===== src/rtl/cpu_ctrl_fsm.sv =====
// cpu_ctrl_fsm: multi-cycle control unit for the reg_alu datapath.
// Fetches 16-bit instructions over a req/ack memory port, decodes them into
// the reg_alu control set, sequences LOAD/STOR data accesses, evaluates
// branch conditions against psrOut and owns the program counter.
// Optional feature: define CPU_CTRL_JAL_EN to decode op 0x4 ext 0x8 as JAL;
// without it that encoding is reported as illegal and runs as a NOP.
module cpu_ctrl_fsm #(
    parameter logic [15:0] RESET_PC = 16'h0000
) (
    input  logic        clk,
    input  logic        rst,
    input  logic        mem_ack,
    input  logic [15:0] mem_rdata,
    input  logic [4:0]  psrOut,
    input  logic [15:0] dSrc,
    input  logic [15:0] dDst,
    output logic        mem_req,
    output logic        mem_we,
    output logic [15:0] mem_addr,
    output logic [15:0] mem_wdata,
    output logic        write,
    output logic        IMM_MUX,
    output logic [1:0]  WB_MUX,
    output logic [3:0]  rSrc,
    output logic [3:0]  rDst,
    output logic [4:0]  aluOp,
    output logic [15:0] imm,
    output logic [15:0] pc1,
    output logic [15:0] mem_data,
    output logic        illegal
);

    // ALU operation codes shared with reg_alu
    localparam logic [4:0] ALUOP_NOP = 5'h00;
    localparam logic [4:0] ALUOP_AND = 5'h01;
    localparam logic [4:0] ALUOP_ADD = 5'h05;
    localparam logic [4:0] ALUOP_SUB = 5'h09;
    localparam logic [4:0] ALUOP_CMP = 5'h0B;
    localparam logic [4:0] ALUOP_MOV = 5'h0D;
    localparam logic [4:0] ALUOP_LUI = 5'h0F;
    localparam logic [4:0] ALUOP_SLL = 5'h10;
    localparam logic [4:0] ALUOP_SRA = 5'h11;

    typedef enum logic [1:0] {
        S_FETCH = 2'd0,
        S_EXEC  = 2'd1,
        S_MEM   = 2'd2,
        S_WB    = 2'd3
    } state_t;

    state_t      state_q, state_d;
    logic [15:0] pc_q, pc_d;
    logic [15:0] ir_q, ir_d;
    logic [15:0] mem_data_q, mem_data_d;

    // Instruction fields
    logic [3:0]  op, rd, ext, rs;
    logic [15:0] imm_sext, imm_zext;
    logic [15:0] pc_inc;
    logic        branch_taken;

    // Flags F and C are not used by any branch condition
    logic unused_flags;
    assign unused_flags = psrOut[2] ^ psrOut[0];

    assign op       = ir_q[15:12];
    assign rd       = ir_q[11:8];
    assign ext      = ir_q[7:4];
    assign rs       = ir_q[3:0];
    assign imm_sext = {{8{ir_q[7]}}, ir_q[7:0]};
    assign imm_zext = {8'h00, ir_q[7:0]};
    assign pc_inc   = pc_q + 16'd1;

    assign pc1       = pc_inc;
    assign mem_wdata = dDst;
    assign mem_data  = mem_data_q;

    // Branch condition evaluation on psrOut {L,Z,F,N,C}
    always_comb begin
        branch_taken = 1'b0;
        case (rd)
            4'h0:    branch_taken = psrOut[3];
            4'h1:    branch_taken = ~psrOut[3];
            4'h4:    branch_taken = ~psrOut[4];
            4'h5:    branch_taken = psrOut[4];
            4'hC:    branch_taken = ~psrOut[1];
            4'hD:    branch_taken = psrOut[1];
            4'hE:    branch_taken = 1'b1;
            default: branch_taken = 1'b0;
        endcase
    end

    // State register, program counter, instruction and load-data registers
    always_ff @(posedge clk) begin
        if (rst) begin
            state_q    <= S_FETCH;
            pc_q       <= RESET_PC;
            ir_q       <= 16'h0000;
            mem_data_q <= 16'h0000;
        end else begin
            state_q    <= state_d;
            pc_q       <= pc_d;
            ir_q       <= ir_d;
            mem_data_q <= mem_data_d;
        end
    end

    // Next-state, next-PC and control-output decode
    always_comb begin
        state_d    = state_q;
        pc_d       = pc_q;
        ir_d       = ir_q;
        mem_data_d = mem_data_q;
        mem_req    = 1'b0;
        mem_we     = 1'b0;
        mem_addr   = pc_q;
        write      = 1'b0;
        IMM_MUX    = 1'b0;
        WB_MUX     = 2'b10;
        rSrc       = 4'h0;
        rDst       = 4'h0;
        aluOp      = ALUOP_NOP;
        imm        = 16'h0000;
        illegal    = 1'b0;

        case (state_q)
            S_FETCH: begin
                mem_req  = 1'b1;
                mem_addr = pc_q;
                if (mem_ack) begin
                    ir_d    = mem_rdata;
                    state_d = S_EXEC;
                end
            end

            S_EXEC: begin
                rDst    = rd;
                rSrc    = rs;
                state_d = S_FETCH;
                pc_d    = pc_inc;
                case (op)
                    4'h0: begin
                        case (ext)
                            4'h1: begin aluOp = ALUOP_AND; write = 1'b1; end
                            4'h5: begin aluOp = ALUOP_ADD; write = 1'b1; end
                            4'h9: begin aluOp = ALUOP_SUB; write = 1'b1; end
                            4'hB: begin aluOp = ALUOP_CMP; end
                            4'hD: begin aluOp = ALUOP_MOV; write = 1'b1; end
                            default: illegal = 1'b1;
                        endcase
                    end
                    4'h1: begin aluOp = ALUOP_AND; IMM_MUX = 1'b1; imm = imm_zext; write = 1'b1; end
                    4'h5: begin aluOp = ALUOP_ADD; IMM_MUX = 1'b1; imm = imm_sext; write = 1'b1; end
                    4'h9: begin aluOp = ALUOP_SUB; IMM_MUX = 1'b1; imm = imm_sext; write = 1'b1; end
                    4'hB: begin aluOp = ALUOP_CMP; IMM_MUX = 1'b1; imm = imm_sext; end
                    4'hD: begin aluOp = ALUOP_MOV; IMM_MUX = 1'b1; imm = imm_zext; write = 1'b1; end
                    4'hF: begin aluOp = ALUOP_LUI; IMM_MUX = 1'b1; imm = imm_zext; write = 1'b1; end
                    4'h8: begin
                        if (ext == 4'h0 || ext == 4'h1) begin
                            aluOp   = (ext == 4'h0) ? ALUOP_SLL : ALUOP_SRA;
                            IMM_MUX = 1'b1;
                            imm     = {12'h000, ir_q[3:0]};
                            write   = 1'b1;
                        end else begin
                            illegal = 1'b1;
                        end
                    end
                    4'h4: begin
                        if (ext == 4'h0 || ext == 4'h4) begin
                            // pc advances only once the data access completes
                            state_d = S_MEM;
                            pc_d    = pc_q;
`ifdef CPU_CTRL_JAL_EN
                        end else if (ext == 4'h8) begin
                            write  = 1'b1;
                            WB_MUX = 2'b01;
                            pc_d   = dSrc;
`endif
                        end else begin
                            illegal = 1'b1;
                        end
                    end
                    4'hC: begin
                        if (branch_taken) begin
                            pc_d = pc_inc + imm_sext;
                        end
                    end
                    default: illegal = 1'b1;
                endcase
            end

            S_MEM: begin
                mem_req  = 1'b1;
                mem_addr = dSrc;
                mem_we   = (ext == 4'h4);
                rSrc     = rs;
                rDst     = rd;
                if (mem_ack) begin
                    mem_data_d = mem_rdata;
                    pc_d       = pc_inc;
                    state_d    = (ext == 4'h4) ? S_FETCH : S_WB;
                end
            end

            S_WB: begin
                write   = 1'b1;
                WB_MUX  = 2'b11;
                rDst    = rd;
                rSrc    = rs;
                state_d = S_FETCH;
            end

            default: state_d = S_FETCH;
        endcase

        // Hold the control set idle while reset is asserted
        if (rst) begin
            mem_req = 1'b0;
            mem_we  = 1'b0;
            write   = 1'b0;
            IMM_MUX = 1'b0;
            WB_MUX  = 2'b10;
            rSrc    = 4'h0;
            rDst    = 4'h0;
            aluOp   = ALUOP_NOP;
            imm     = 16'h0000;
            illegal = 1'b0;
        end
    end

endmodule


===== config.mk =====
export PLATFORM = sky130hd
export DESIGN_NAME = cpu_ctrl_fsm
export DESIGN_NICKNAME = d
export VERILOG_FILES = /design/src/rtl/cpu_ctrl_fsm.sv
export SDC_FILE = /design/constraint.sdc
export NUM_CORES = 1
export LEC_CHECK = 0
export CAP_MARGIN = 20
export CORE_MARGIN = 4
export CORE_UTILIZATION = 35
export CTS_BUF_LIST = sky130_fd_sc_hd__clkbuf_16
export CTS_CLUSTER_DIAMETER = 120
export DETAILED_ROUTE_END_ITERATION = 16
export GPL_ROUTABILITY_DRIVEN = 0
export MAX_ROUTING_LAYER = met4
export PLACE_DENSITY = 0.67
export SYNTH_ARGS = -nofsm -noshare
export SYNTH_HDL_FRONTEND = slang
export SYNTH_SLANG_ARGS = --single-unit

===== constraint.sdc =====
create_clock -name clk -period 7.8 [get_ports clk]
set_input_delay 1.56 -clock clk [delete_from_list [all_inputs] [get_ports clk]]
set_output_delay 1.56 -clock clk [all_outputs]
set_load 0.005 [all_outputs]

==> reports/metrics.yaml <==
yosys:
  synth.most_common_cell: "nand2_1"
  seq_area_frac_synth_pct: 25.87
  syn_area_um2: 3869
  synth_cells: 525
  avgSynthCellArea_um2: 7.369
  synthArstFlopShare_pct: 0
  synth_area_leaders: "dfxtp_1 26%, nand2_1 8.4%, a21oi_1 8.3%, ha_1 7.8%, buf_4 4.7%"
  synth_top_area_share_pct: 25.87
  yosysTopAreaCell: "dfxtp_1"
  synth_edf_count: 0
  synth_common_cells: "87 x nand2_1, 64 x a21oi_1, 50 x dfxtp_1, 34 x nor2_1"
  synth_seq_cells: 50
  postSynthNetCount: 606
  ys_types: 53
  ys_warn_count: 0
  yosys_most_used_dff: "dfxtp_1"
clocking:
  cts_tree: "done"
  postCtsSetupBuffers: 0
  ctsHtreeMaxLevel: 2
  numCtsBuffers: 5
  cts_hold_buf: 0
  clockBufferDepth: 2
  clk_latency_ps: 290
  clkTransAtPathRegs_ps: 70
  cts_resized: 0
  clock-sinks: 50
  root_buffer: "clkbuf_16"
floorplanning:
  initial_utilization_pct: 35.69
  core_um2: 10840
  fp.dieH_um: 113.1
  rows: 38
  die_area_um2: 12800
  die_w_um: 113.1
  io_pins: 156
global_route:
  grt_usage_pct: 17.77
  grt_pass1_vias: 3919
  grt_overflow: 0
  grt_pass1_wl_um: 18600
  antenna_found_initial: 0
  grt_max_degree: 44
drt:
  drt-vias-per-instance: 5.134
  drtIter0Drc: 163
  first_pass_iters: 4
  wl_per_cell_um: 15.04
  drc: 0
  drtAntennaViolNets: 0
  totalWireLength_um: 11190
  dr_total_vias: 3820
setup_path:
  worstPathRequired_ps: 6240
  crit_fanout: 43
  arrival_ps: 3360
  cp-end-kind: "output port"
  crit_type: "input pin to output port"
  rr_startpoint: "pc_q[0]"
  critPathLaunch: "rst"
  cp-start-kind: "input pin"
timing:
  skew_ps: 3.402
  fin_crit_ps: 4920
  drv_slew: 0
  setup_viol: 0
  worst_pin_slew_ps: 859.9
  grt_setup_unrepaired: "no"
  timing.final.ws_setup_ps: 2880
  relSlewSlack_pct: 42.68
  hold_violations: 0
  finalCritPeriodShare_pct: 63.08
  max_freq_ghz: 0.2033
  fin_tns_setup_ps: 0
power:
  p_per_area_nw_per_um2: 127.3
  ir_drop_v: 0.0001128
  finalPower_mw: 0.6548
  p_leak_nw: 1.980
placement:
  place_ws_ps: 2816
  portBuffers: 120
  dp_hpwl_um: 8626
layout:
  drive_above_1_share_pct: 4.801
  regArea_um2: 1001
  multi_input_area_um2: 2546
  nets: 685
  fillerInstances: 1118
  diodes: 0
  area_growth_pct: 32.92
job:
  maxCapViolations: 0
run_status:
  status: "completed"
min_path:
  hold_start: "mem_data[10]"
  min_path_type: "register to register"
==> layout make-up <==
cell class	instances	area share, %
clock buffers	5	2.433
clock inverters	2	0.7543
inverters	10	0.7299
multi-input cells	414	49.51
flip-flops and latches	50	19.46
well taps	140	3.406
repair buffers	123	23.70
==> registers in the layout, summed over array words and instances (netlist names) <==
signal	flops
ir_q	16
mem_data	16
pc_q	16
state_q	2
==> path summary, 6_finish.rpt <==
check / cells past startpoint / slack (ps) / to
max: 5 / 2880 / imm[2]
min: 2 / 450 / mem_data[10]
max reg2reg: 13 / 3970 / pc_q[15]
min reg2reg: 2 / 450 / mem_data[10]
==> power breakdown <==
part / internal, mW / switching, mW
Sequential: 0.264 / 0.0147
Clock: 0.150 / 0.0978
Combinational: 0.0639 / 0.0641
==> worst max-delay path, stage by stage <==
cell	delay, ps
buf_2	330
nand2b_1	340
a21oi_1	410
and2_1	200
clkdlybuf4s50_1	500
==> metrics by stage <==
stage / hold slack [ps] / utilization, % / std cells / instance area (µm²)
final: 454.8 / 47.44 / 744 / 5142
after global placement: 441.9 / 45.93 / 737 / 4979
after global routing: 476.6 / 47.44 / 744 / 5142
after detailed placement: 449.0 / 45.93 / 737 / 4979
after floorplan: 449.0 / - / 525 / 3869
after CTS: 455.9 / 47.44 / 744 / 5142
==> kinds of logic (layout without fill, tap and decap cells) <==
logic type	after synthesis	in the layout	share of synthesized area (%)
flops	50	50	25.87
buf+inv	61	140	8.312
mux	21	21	5.919
other cells	1	1	0.09693
simple gates	211	211	26.00
compound gates	133	133	20.31
fa+ha+maj	25	25	8.280
xor+xnor	23	23	5.207
==> routing by layer <==
metal	vias up	share of wire [%]	track usage (%)
met5	-	0	-
met2	106	48	30.06
met1	1744	46	22.03
met4	0	0.32	2.324
li1	1964	-	-
met3	6	5.9	4.439
==> cell usage in the layout, fill, tap and decap left out, types with 3 or more instances in the layout <==
| cell | n |
|---|---|
| clkbuf_16 | 5 |
| a31oi_1 | 5 |
| buf_4 | 3 |
| a22oi_1 | 4 |
| a21o_1 | 6 |
| xor2_1 | 8 |
| o21a_1 | 5 |
| dfxtp_1 | 50 |
| or3_1 | 3 |
| nand4_1 | 4 |
| and3_1 | 14 |
| a21oi_1 | 64 |
| nand2_1 | 87 |
| clkdlybuf4s50_1 | 119 |
| nor2b_1 | 12 |
| mux2i_1 | 6 |
| o21ai_0 | 24 |
| nor3_1 | 11 |
| inv_1 | 9 |
| nand3_1 | 15 |
| xnor2_1 | 15 |
| ha_1 | 24 |
| a211oi_1 | 7 |
| nand2b_1 | 5 |
| o211ai_1 | 3 |
| nor2_1 | 34 |
| mux2_2 | 15 |
| and2_1 | 15 |
Power figures use the tool's default switching activity.
